**src/rtl/mempool_dma_chunk_scheduler.sv**
```systemverilog
// Splits one linear DMA transfer into destination-aligned chunks and deals them
// round-robin to the group's backends, reporting completion once all chunks retire.
module mempool_dma_chunk_scheduler #(
  parameter int NumBackends    = 4,
  parameter int ChunkBytes     = 256,
  parameter int MaxOutstanding = 8,
  parameter int AddrWidth      = 32
) (
  input  logic                                 clk_i,
  input  logic                                 rst_i,
  input  logic                                 req_valid_i,
  output logic                                 req_ready_o,
  input  logic [AddrWidth-1:0]                 req_src_i,
  input  logic [AddrWidth-1:0]                 req_dst_i,
  input  logic [31:0]                          req_num_bytes_i,
  output logic [NumBackends-1:0]               be_valid_o,
  input  logic [NumBackends-1:0]               be_ready_i,
  output logic [AddrWidth-1:0]                 be_src_o,
  output logic [AddrWidth-1:0]                 be_dst_o,
  output logic [31:0]                          be_num_bytes_o,
  input  logic [NumBackends-1:0]               be_done_i,
  output logic                                 busy_o,
  output logic                                 done_o,
  output logic [$clog2(MaxOutstanding+1)-1:0]  outstanding_o
);

  localparam int OW  = $clog2(MaxOutstanding + 1);
  localparam int RW  = $clog2(NumBackends);
  localparam int CBW = $clog2(ChunkBytes);
  localparam logic [31:0] ChunkLen = 32'(ChunkBytes);

  typedef enum logic [1:0] {IDLE, SPLIT, DRAIN} state_e;

  state_e                 state_q, state_d;
  logic [AddrWidth-1:0]   src_q, src_d, dst_q, dst_d;
  logic [31:0]            rem_q, rem_d;
  logic [RW-1:0]          rr_q, rr_d;
  logic [OW-1:0]          outstanding_q, outstanding_d;
  logic                   done_q, done_d;

  logic [31:0]            room, chunk_len, done_cnt, cnt_sum;
  logic                   can_issue, dispatch;
  logic [NumBackends-1:0] rr_onehot;

  // Valid/ready: a chunk moves on backend rr in any cycle where be_valid_o[rr]
  // and be_ready_i[rr] are both high; once raised, valid and the broadcast
  // payload hold unchanged until that cycle, and valid never drops before it.
  always_comb begin
    room      = ChunkLen - {{(32-CBW){1'b0}}, dst_q[CBW-1:0]};
    chunk_len = (rem_q < room) ? rem_q : room;
    can_issue = ({{(32-OW){1'b0}}, outstanding_q} < 32'(MaxOutstanding));
    rr_onehot = {{(NumBackends-1){1'b0}}, 1'b1} << rr_q;
    be_valid_o = (state_q == SPLIT && can_issue) ? rr_onehot : '0;
    dispatch  = |(be_valid_o & be_ready_i);
  end

  // Completions that would push the count below zero are dropped.
  always_comb begin
    done_cnt = 32'd0;
    for (int i = 0; i < NumBackends; i++) begin
      done_cnt = done_cnt + {31'd0, be_done_i[i]};
    end
    cnt_sum = {{(32-OW){1'b0}}, outstanding_q} + {31'd0, dispatch};
    if (done_cnt > cnt_sum) outstanding_d = '0;
    else                    outstanding_d = OW'(cnt_sum - done_cnt);
  end

  always_comb begin
    state_d = state_q;
    src_d   = src_q;
    dst_d   = dst_q;
    rem_d   = rem_q;
    rr_d    = rr_q;
    done_d  = 1'b0;
    case (state_q)
      IDLE: begin
        if (req_valid_i) begin
          if (req_num_bytes_i == 32'd0) begin
            done_d = 1'b1;
          end else begin
            src_d   = req_src_i;
            dst_d   = req_dst_i;
            rem_d   = req_num_bytes_i;
            state_d = SPLIT;
          end
        end
      end
      SPLIT: begin
        if (dispatch) begin
          src_d = src_q + AddrWidth'(chunk_len);
          dst_d = dst_q + AddrWidth'(chunk_len);
          rem_d = rem_q - chunk_len;
          rr_d  = rr_q + 1'b1;
          if (rem_q == chunk_len) state_d = DRAIN;
        end
      end
      DRAIN: begin
        if (outstanding_d == '0) begin
          done_d  = 1'b1;
          state_d = IDLE;
        end
      end
      default: state_d = IDLE;
    endcase
  end

  always_ff @(posedge clk_i or posedge rst_i) begin
    if (rst_i) begin
      state_q       <= IDLE;
      src_q         <= '0;
      dst_q         <= '0;
      rem_q         <= '0;
      rr_q          <= '0;
      outstanding_q <= '0;
      done_q        <= 1'b0;
    end else begin
      state_q       <= state_d;
      src_q         <= src_d;
      dst_q         <= dst_d;
      rem_q         <= rem_d;
      rr_q          <= rr_d;
      outstanding_q <= outstanding_d;
      done_q        <= done_d;
    end
  end

  assign req_ready_o    = (state_q == IDLE);
  assign busy_o         = (state_q != IDLE);
  assign done_o         = done_q;
  assign outstanding_o  = outstanding_q;
  assign be_src_o       = src_q;
  assign be_dst_o       = dst_q;
  assign be_num_bytes_o = chunk_len;

  // A backend reporting more completions than chunks in flight is a system bug.
  assert property (@(posedge clk_i) disable iff (rst_i) done_cnt <= cnt_sum);

endmodule

```
**config.mk**
```make
export PLATFORM = sky130hd
export DESIGN_NAME = mempool_dma_chunk_scheduler
export DESIGN_NICKNAME = d
export VERILOG_FILES = /design/src/rtl/mempool_dma_chunk_scheduler.sv
export SDC_FILE = /design/constraint.sdc
export NUM_CORES = 1
export LEC_CHECK = 0
export BUFFER_PORTS_ARGS = -buffer_cell sky130_fd_sc_hd__clkbuf_2
export CAP_MARGIN = 10
export CORE_MARGIN = 3
export CORE_UTILIZATION = 46
export CTS_CLUSTER_DIAMETER = 50
export DETAILED_ROUTE_END_ITERATION = 10
export PLACE_DENSITY = 0.7
export SYNTH_ARGS = -nofsm -noshare
export SYNTH_HDL_FRONTEND = slang
export SYNTH_SLANG_ARGS = --single-unit
```
**constraint.sdc**
```tcl
create_clock -name clk_i -period 6.6 [get_ports clk_i]
set_clock_uncertainty 0.05 [all_clocks]
set_input_delay 0.33 -clock clk_i [delete_from_list [all_inputs] [get_ports clk_i]]
set_output_delay 0.33 -clock clk_i [all_outputs]
set_load 0.005 [all_outputs]
```
Word-level counts from Yosys, hierarchy flattened
Cells that the tools add are included.
Word-level totals
  word-level logic and storage cells: 65
  register bits after elaboration: 105
  output and inout port bits: 107
  input port bits: 107
Operators by class
  reduce and logical (&&, ||, !) cells: 10
  multiplexer cells: 25
  equality and inequality tests: 8
  magnitude comparators: 3
  shift-type cells: 1
  bitwise gates (word level): 1
  add/sub/neg operators: 10
Operators by type and width (count)
  $mux 32: 10
  $pmux 32 s2: 3
  $add 32x32->32: 2
  $eq 32x32->1: 1
  $logic_not 32->1: 1
  $lt 32x32->1: 1
  $sub 32x32->32: 1
  $mux 2: 5
  $sub 9x8->10 const A: 1
  $mux 4: 2
  $ne 2x2->1 const B: 4
  $pmux 2 s3: 1
  $add 4x1->5: 1
  $gt 4x5->1: 1
  $reduce_and 5->1: 1
  $add 3x1->4: 1
  $and 4x4->4: 1
  $logic_not 4->1: 1
  $lt 4x4->1 const B: 1
  $reduce_and 4->1: 1
  $reduce_bool 2->1: 2
  $reduce_or 4->1: 1
  $shl 1x2->4 const A: 1
  $sub 4x4->4: 1
  other kinds (11): 13

Logic depth before layout (Yosys ltp)
Gate-level depths: netlist of run 1.
  depth in word-level cells: 11
  depth in mapped cells: 25
  gate-level depth less buffers: 24

Worst setup path after synthesis of run 1
Ideal clock, no wire load.
  path type: register to register
  from: reg rem_q[24]
  to: reg dst_q[26], in the netlist be_dst_o[26]
  library setup time: 65 ps
  buffers on the path: 1
  path slack: 1215 ps
  arrival time: 5271 ps
  stages on the path, launching flop included: 21
  clock period less this slack: 5385 ps
  path through: dfrtp_1 or3_1 or3_1 or3_1 or4_4 nor4_2 a21oi_2 buf_6 mux2i_1 ha_1 inv_1 fa_1 nor2b_1 o2111ai_1 nand4b_1 o21ai_0 a2111oi_1 o41a_1 o21ai_0 a2111oi_0 a211o_1
On the way
  word-level cells in the longest chain between the ends: 5
Ends and longest elaborated chain
  start, declared: line 36  | logic [31:0] rem_q, rem_d;
  start signal, assigned: line 120  | rem_q <= rem_d;
  $lt 32x32->1: line 50  | chunk_len = (rem_q < room) ? rem_q : room;
  $mux 32: line 50
  net be_num_bytes_o[0]: line 20  | output logic [31:0] be_num_bytes_o,
  $add 32x32->32: line 91  | dst_d = dst_q + AddrWidth'(chunk_len);
  $mux 32: line 89  | if (dispatch) begin
  $pmux 32 s2: line 75  | case (state_q)
  end signal, assigned: line 119  | dst_q <= dst_d;
  end, declared: line 35  | logic [AddrWidth-1:0] src_q, src_d, dst_q, dst_d;
The timed path passes the listed nets, and every way through them passes these cells. The select of a mux whose other input is x is not followed.
A chain may end at the register's enable or synchronous reset.

Worst setup path after layout of run 1
  from: reg rem_q[24]
  to: reg dst_q[26], in the netlist be_dst_o[26]
On the way
  word-level cells in the longest chain between the ends: 5
Ends and longest elaborated chain (line)
  $lt 32x32->1: 50
  $mux 32 *: 50
  $add 32x32->32 *: 91
  $mux 32 *: 89
  $pmux 32 s2 *: 75
Mark *: on every way between the ends. The rest lies on a longest branch, timed or not. The select of a mux whose other input is x is not followed.

==> results of run 1 <==
-- power breakdown --
part	internal (mW)	switching, mW	leakage (nW)
logic	1.88	2.58	3.87
registers	0.963	0.350	1.24
clock network	0.297	0.264	0.139
total	3.14	3.19	5.25
-- layout make-up --
cell class              count  share of cell area (%)
repair buffers            201                    9.28
clock buffers              10                    2.05
clock inverters             6                   0.605
multi-input cells        1024                    59.5
inverters                  59                    2.01
well taps                 270                    3.02
flip-flops and latches    105                    23.5
-- layout by cell type, fill, tap and decap left out, types with 18 or more instances in the layout --
| cell type | n |
|---|---|
| clkbuf_2 | 190 |
| a21oi_1 | 113 |
| dfrtp_1 | 104 |
| nor2_1 | 99 |
| o21ai_0 | 98 |
| ha_1 | 94 |
| nand2_1 | 88 |
| conb_1 | 67 |
| inv_1 | 58 |
| nor3_1 | 43 |
| nand3_1 | 32 |
| xnor2_1 | 30 |
| or3_1 | 29 |
| a211oi_1 | 26 |
| a21o_1 | 24 |
| xor2_1 | 22 |
| o22ai_1 | 20 |
| nor4_1 | 19 |
| a31oi_1 | 18 |
-- synth_stat cells, types with 18 or more instances --
library cell / instances
a21oi_1: 113
a211oi_1: 27
nor3_1: 43
dfrtp_1: 105
xnor2_1: 30
nor4_1: 19
ha_1: 94
xor2_1: 22
nor2_1: 100
buf_4: 23
or3_1: 29
a21o_1: 24
nand2_1: 89
clkbuf_1: 40
a31oi_1: 18
inv_1: 59
nand3_1: 32
o22ai_1: 20
o21ai_0: 98
-- registers in the layout (all words and copies together), names as in the netlist --
name,flops
be_dst_o,32
state_q,2
rem_q,32
outstanding_o,4
done_o,1
rr_q,2
be_src_o,32
-- worst min-delay path by stage --
| stage | end | slack [ns] | cells past startpoint |
|---|---|---|---|
| 3_3_place_gp | be_dst_o[17] | 0.30 | 2 |
| 3_5_place_dp | be_dst_o[17] | 0.31 | 2 |
| 2_1_floorplan | rem_q[30] | 0.43 | 1 |
| 5_1_grt | be_dst_o[0] | 0.16 | 3 |
| 6_report | be_src_o[0] | 0.15 | 3 |
| 4_1_cts | be_src_o[0] | 0.14 | 3 |
-- layer usage --
layer	track usage (%)	vias up	wire length, µm
li1	-	4738	-
met3	3.40	42	1930
met2	40.7	332	13200
met4	9.06	2	694
met5	0	-	13
met1	33.9	4478	12700
-- tightest hold or removal path, stage by stage --
cell	delay [ns]
clkbuf_2	0.08
nand2_1	0.04
a31oi_1	0.07
-- cell families after synthesis --
logic type / after synthesis / share of synthesized area [%]
and+or+nand+nor: 389 / 20.1
buffers and inverters: 131 / 6.15
other: 1 / 0.0391
muxes: 22 / 2.44
xor gates and xnor gates: 52 / 4.75
DFF: 105 / 27.4
adders and majority gates: 99 / 13.3
AOI/OAI and AO/OA: 395 / 25.8
-- timing repair --
item	4_1_cts	5_1_grt
hold buffers	1	0
endpoints found under the hold margin	32	0
endpoints found under the setup margin	0	0
==> metrics.yaml, run 1 <==
cts_buffers: 9
hold_viol: 0
synth.area.top_cells: "dfrtp_1 (27%), ha_1 (12%), a21oi_1 (5.9%)"
overflow: 0
period_needed_ns: 5.94
clock-root-buffer: "clkbuf_16"
placed_area_mm2: 0.0109
cp_slowest_cell: "a2111oi_1"
io_buffers: 190
design_area_mm2: 0.0112
dpl.cell_count: 1658
critical-path-top-delay-family: "simple AND/OR/NAND/NOR gates"
nFillCells: 1964
antenna_left: 0
cp.arrival_ns: 6.18
grt_max_degree: 86
cp_max_fo: 6
start_util_pct: 47.1
fin_tns_setup_ns: 0
p_per_area_mw_per_mm2: 567
die_area_mm2: 0.0226
yosys_warnings: 0
place_ws_ns: 0.752
hp-class: "in -> reg"
setup_violations: 0
die_x_um: 150
cts_resized: 0
fin_cells: 1675
cts_max_path_buffers: 2
register_area_mm2: 0.00263
r2r-start: "rem_q[24]"
crit_path_max_incr_delay_ns: 0.64
via_per_inst: 5.73
drv_slew: 0
crit_chain: "or3_1 > or3_1 > or3_1 > or4_4 > nor4_2 > a21oi_2 > mux2i_1 > ha_1 > inv_1 > fa_1 > nor2b_1 > o2111ai_1 > nand4b_1 > o21ai_0 > a2111oi_1 > o41a_1 > o21ai_0 > a2111oi_0 > a211o_1"
fmax_mhz: 168
ys_types: 73
rr_worst_depth: 19
cts_tree: "built"
fin_util_pct: 54.8
synthCells: 1194
slew_headroom_pct: 32.6
power_mw: 6.33
synth_top_area_cell: "dfrtp_1"
vias: 9592
synthArstFlopShare_pct: 100
outcome: "completed"
drtIter0Drc: 625
ys.flop_type: "dfrtp_1"
max_cap_violations: 0
ios: 214
cp.depth: 19
period_share_pct: 90.0
antenna_found_initial: 1
diodes: 0
worstSetupPathType: "reg -> reg"
ys_seq_area_share_pct: 27.4
cts_setup_buffers: 0
routedWlPerCell_um: 17.0
ctsHtreeMaxLevel: 3
leakagePower_nw: 5.25
syn_avg_cell_area_um2: 8.03
synth_top_area_share_pct: 27.4
critPathBufInv: 1
die_y_um: 150
rows: 52
r2r_setup_slack_ns: 0.66
numClockSinks: 105
drt-total-wl_mm: 28.5
grt_pass1_wl_mm: 45.5
path_clk_slew_ns: 0.08
dr.pass1.iters: 5
multi_input_area_mm2: 0.00665
startpoint: "rem_q[24]"
required_ns: 6.84
rsz0062_at_grt: "no"
clk_latency_ns: 0.36
synth-edff-count: 0
whs_ns: 0.153
routabilityCongestion: 0.891
grt_pass1_vias: 8978
ir_drop_mv: 0.288
hp-start: "req_src_i[0]"
drc: 0
grt_usage_pct: 24.9
ys_seq_elements: 105
setup_ws_ns: 0.658
crit_top_cell: "or3_1"
cp-end-kind: "flop"
start_kind: "flop"
worstMarginPinSlew_ns: 1.01
nets: 1606
r2r_end: "be_dst_o[26]"
place_hpwl_mm: 21.2
synthToLayoutAreaGrowth_pct: 16.5
crit_end: "be_dst_o[26]"
drive_gt1_share_pct: 17.3
syn_area_mm2: 0.00958
coreArea_mm2: 0.0204
Note: power is estimated with default switching activity, not from simulation.
==> run 2: changes to the inputs <==
--- a/config.mk
+++ b/config.mk
@@ -12,5 +12,5 @@
 export CTS_CLUSTER_DIAMETER = 50
 export DETAILED_ROUTE_END_ITERATION = 10
-export PLACE_DENSITY = 0.7
+export PLACE_DENSITY = 0.72
 export SYNTH_ARGS = -nofsm -noshare
 export SYNTH_HDL_FRONTEND = slang
--- a/constraint.sdc
+++ b/constraint.sdc
@@ -3,3 +3,3 @@
 set_input_delay 0.33 -clock clk_i [delete_from_list [all_inputs] [get_ports clk_i]]
 set_output_delay 0.33 -clock clk_i [all_outputs]
-set_load 0.005 [all_outputs]
+set_load 0.01 [all_outputs]
==> metrics.yaml, run 2 (synthesis results as in run 1) <==
outcome: "completed"
r2r-start: "be_dst_o[2]"
coreArea_mm2: 0.0204
nFillCells: 1931
wl_met2_mm: 13.4
cts_tree: "built"
critical-path-top-delay-family: "compound AO/OA/AOI/OAI gates"
via_per_inst: 5.75
vias: 9626
leakagePower_nw: 5.26
drt-total-wl_mm: 28.5
cts_buffers: 9
layout_commonest_cell: "clkbuf_2"
crit_chain: "or3_1 > nor3_1 > xnor2_1 > inv_1 > ha_1 > nor2b_1 > o21ai_0 > a21oi_2 > mux2i_1 > ha_1 > inv_1 > fa_1 > nor2b_1 > o2111ai_1 > nand4b_1 > o21ai_0 > a2111oi_1 > o41a_1 > o21ai_0 > a2111oi_0 > a211o_1"
overflow: 0
drc: 0
setup_violations: 0
fmax_mhz: 165
cp.depth: 21
crit_path_max_incr_delay_ns: 0.61
ir_drop_mv: 0.300
path_clk_slew_ns: 0.07
nets: 1605
die_area_mm2: 0.0226
fin_cells: 1674
worstSetupPathType: "reg -> reg"
rows: 52
io_buffers: 190
place_hpwl_mm: 21.2
start_kind: "flop"
p_per_area_mw_per_mm2: 578
slew_headroom_pct: 18.3
drive_gt1_share_pct: 17.4
die_y_um: 150
start_util_pct: 47.1
max_cap_violations: 0
cp_max_fo: 10
synthToLayoutAreaGrowth_pct: 16.5
fin_tns_setup_ns: 0
crit_top_cell: "o21ai_0"
antenna_left: 0
required_ns: 6.84
rsz0062_at_grt: "no"
cts_resized: 0
ctsHtreeMaxLevel: 3
grt_max_degree: 116
die_x_um: 150
cts_max_path_buffers: 2
hold_buffers: 0
routabilityCongestion: 0.910
worstMarginPinSlew_ns: 1.22
diodes: 0
rr_worst_depth: 21
routedWlPerCell_um: 17.0
drt-met1-wl_mm: 13.0
cts_setup_buffers: 0
numClockSinks: 105
cp-end-kind: "flop"
hp-class: "in -> async"
final_cell_mix: "clkbuf_2 (190), a21oi_1 (113), dfrtp_1 (104)"
r2r_setup_slack_ns: 0.52
r2r_end: "be_dst_o[26]"
clock-root-buffer: "clkbuf_16"
period_share_pct: 92.1
grt_pass1_vias: 8917
period_needed_ns: 6.08
hold_viol: 0
cp.arrival_ns: 6.32
dr.pass1.iters: 5
clk_latency_ns: 0.36
drv_slew: 0
ios: 214
critPathBufInv: 2
drtIter0Drc: 651
cp_slowest_cell: "a2111oi_1"
dpl.cell_count: 1658
antenna_found_initial: 1
grt_pass1_wl_mm: 45.2
wl_met3_mm: 1.57
grt_usage_pct: 24.8
route.top_layer_used: "met5"
[run 2: cell count changes in the layout (fill, tap and decap cells not counted), sizes merged]
cell         before  now
inv              60   59
clkbuf          200  201
clkinv            2    4
dlygate4sd3       1    0
clkinvlp          2    0
[run 2: layer usage]
layer	global-route usage, %	up-vias
li1	-	4738
met1	34.3	4554
met2	41.1	297
met3	2.65	35
met4	7.27	2
met5	0	-
[run 2: stage by stage]
stage	setup slack (ns)	instance area, µm²	power, mW	hold slack, ns	utilization [%]
after floorplan	1.13	9830	4.62	0.425	-
after global placement	0.815	10900	5.72	0.449	53.3
after detailed placement	0.627	10900	5.80	0.460	53.3
after CTS	0.553	11200	6.41	0.0917	54.8
after global routing	0.0350	11200	7.11	0.141	54.8
final	0.523	11200	6.46	0.0659	54.8
[run 2: worst max-delay path by stage]
stage                   end         from
2_1_floorplan  be_dst_o[26]    rem_q[24]
3_3_place_gp   be_dst_o[26]    rem_q[24]
3_5_place_dp   be_dst_o[26]  be_dst_o[2]
4_1_cts        be_dst_o[26]  be_dst_o[2]
5_1_grt        be_dst_o[26]  be_dst_o[2]
6_report       be_dst_o[26]  be_dst_o[2]
[run 2: layout make-up]
class | instances | area, µm² | share of cell area, %
multi-input cells | 1024 | 6650 | 59.5
flip-flops and latches | 105 | 2630 | 23.5
repair buffers | 200 | 1030 | 9.19
well taps | 270 | 338 | 3.02
clock buffers | 11 | 253 | 2.26
inverters | 59 | 224 | 2.01
clock inverters | 5 | 53.8 | 0.482
[run 2: power breakdown]
group | total, mW | leakage, nW | internal [mW] | switching (mW)
registers | 1.30 | 1.24 | 0.964 | 0.340
logic | 4.58 | 3.87 | 1.89 | 2.69
clock network | 0.575 | 0.155 | 0.314 | 0.261
==> run 3: changes to the inputs <==
MAX_ROUTING_LAYER = met4   (was default)
==> metrics.yaml, run 3 (synthesis results as in run 1) <==
die_area_mm2: 0.0226
drive_gt1_share_pct: 17.1
hp-class: "in -> async"
setup_violations: 0
slew_headroom_pct: 27.1
clk_latency_ns: 0.35
cp_max_fo: 9
max_cap_violations: 0
io_buffers: 190
leakagePower_nw: 5.24
coreArea_mm2: 0.0204
drv_slew: 0
nFillCells: 1948
clock-root-buffer: "clkbuf_16"
die_y_um: 150
met3_usage_pct: 3.43
drt-total-wl_mm: 28.0
grt_pass1_wl_mm: 44.4
die_x_um: 150
overflow: 0
drtIter0Drc: 513
start_util_pct: 47.1
rr_worst_depth: 19
layout_commonest_cell: "clkbuf_2"
grt_usage_pct: 24.9
rsz0062_at_grt: "no"
hold_viol: 0
r2r_setup_slack_ns: 0.57
period_needed_ns: 6.03
cts_tree: "built"
routedWlPerCell_um: 16.7
cp.arrival_ns: 6.26
final_cell_mix: "clkbuf_2 (190), a21oi_1 (113), dfrtp_1 (104)"
nets: 1606
numClockSinks: 105
ir_drop_mv: 0.377
place_hpwl_mm: 20.9
fin_util_pct: 54.7
drc: 0
worstSetupPathType: "reg -> reg"
cts_max_path_buffers: 2
vias: 9534
routabilityCongestion: 0.929
r2r-start: "rem_q[24]"
grt_pass1_vias: 8744
synthToLayoutAreaGrowth_pct: 16.3
fin_tns_setup_ns: 0
via_per_inst: 5.70
cts_buffers: 9
dr.pass1.iters: 5
r2r_end: "be_dst_o[26]"
start_kind: "flop"
period_share_pct: 91.4
busiest_layer: "met2"
grt_max_degree: 116
worstMarginPinSlew_ns: 1.09
ctsHtreeMaxLevel: 3
cts_setup_buffers: 0
met1_usage_pct: 34.0
antenna_found_initial: 1
rows: 52
fmax_mhz: 166
ios: 214
p_per_area_mw_per_mm2: 572
met2_usage_pct: 39.7
antenna_left: 0
path_clk_slew_ns: 0.07
required_ns: 6.83
hold_buffers: 0
outcome: "completed"
cp-end-kind: "flop"
run 3: changes by cell type in the layout (fill, tap and decap cells not counted):
cell and change:
a21oi_2 -1, a21oi_4 +1, buf_4 +1, bufinv_16 -1, clkbuf_1 +3, clkinv_2 -3
clkinv_4 -1, diode_2 +1
run 3: worst max path at each step:
stage / start / end / slack, ns
6_report: rem_q[24] / be_dst_o[26] / 0.57
5_1_grt: be_dst_o[0] / be_dst_o[26] / 0.05
4_1_cts: be_dst_o[0] / be_dst_o[26] / 0.60
3_5_place_dp: be_dst_o[2] / be_src_o[31] / 0.68
3_3_place_gp: rem_q[24] / be_src_o[24] / 0.82
2_1_floorplan: rem_q[24] / be_dst_o[26] / 1.13
run 3: metal layers:
| metal | up-vias | routed length, µm |
|---|---|---|
| met5 | - | 0 |
| met3 | 34 | 1840 |
| met2 | 305 | 13000 |
| met1 | 4463 | 12700 |
| met4 | 0 | 453 |
| li1 | 4732 | - |
run 3: stage by stage:
stage | area [µm²] | total power, mW | hold WS (ns) | worst slack, ns | instances
floorplan | 9830 | 4.62 | 0.425 | 1.13 | 1260
global placement | 10900 | 5.72 | 0.449 | 0.818 | 1659
detailed placement | 10900 | 5.77 | 0.452 | 0.675 | 1659
CTS | 11100 | 6.33 | 0.0854 | 0.604 | 1673
global route | 11100 | 7.03 | 0.132 | 0.0473 | 1674
finish | 11100 | 6.37 | 0.0640 | 0.570 | 1674
run 3: critical path: stages (launching register included):
cell and delay (ns):
dfrtp_1 0.43, or3_1 0.43, or3_1 0.39, or3_1 0.38, or4_4 0.47, nor4_2 0.26
a21oi_4 0.18, mux2i_1 0.33, ha_1 0.27, inv_1 0.07, fa_1 0.39, nor2b_1 0.24
o2111ai_1 0.15, nand4b_1 0.21, o21ai_0 0.18, a2111oi_1 0.66, o41a_1 0.24, o21ai_0 0.10
a2111oi_0 0.39, a211o_1 0.15
run 3: what timing repair did:
action	CTS	global route
setup endpoints to repair	0	2
endpoints found under the hold margin	0	0
resized for setup	0	1
run 3: report_power, final:
group | leakage (nW) | internal, mW | switching [mW]
Combinational | 3.87 | 1.89 | 2.66
Sequential | 1.24 | 0.964 | 0.336
Clock | 0.129 | 0.274 | 0.249
run 3: final cells by class:
class	count	area [µm²]	share of cell area, %
clock buffer	14	264	2.37
multi-input combinational	1024	6650	59.7
sequential	105	2630	23.6
timing repair buffer	201	1030	9.27
inverter	59	224	2.01
antenna	1	2.50	0.0225
tap	270	338	3.03
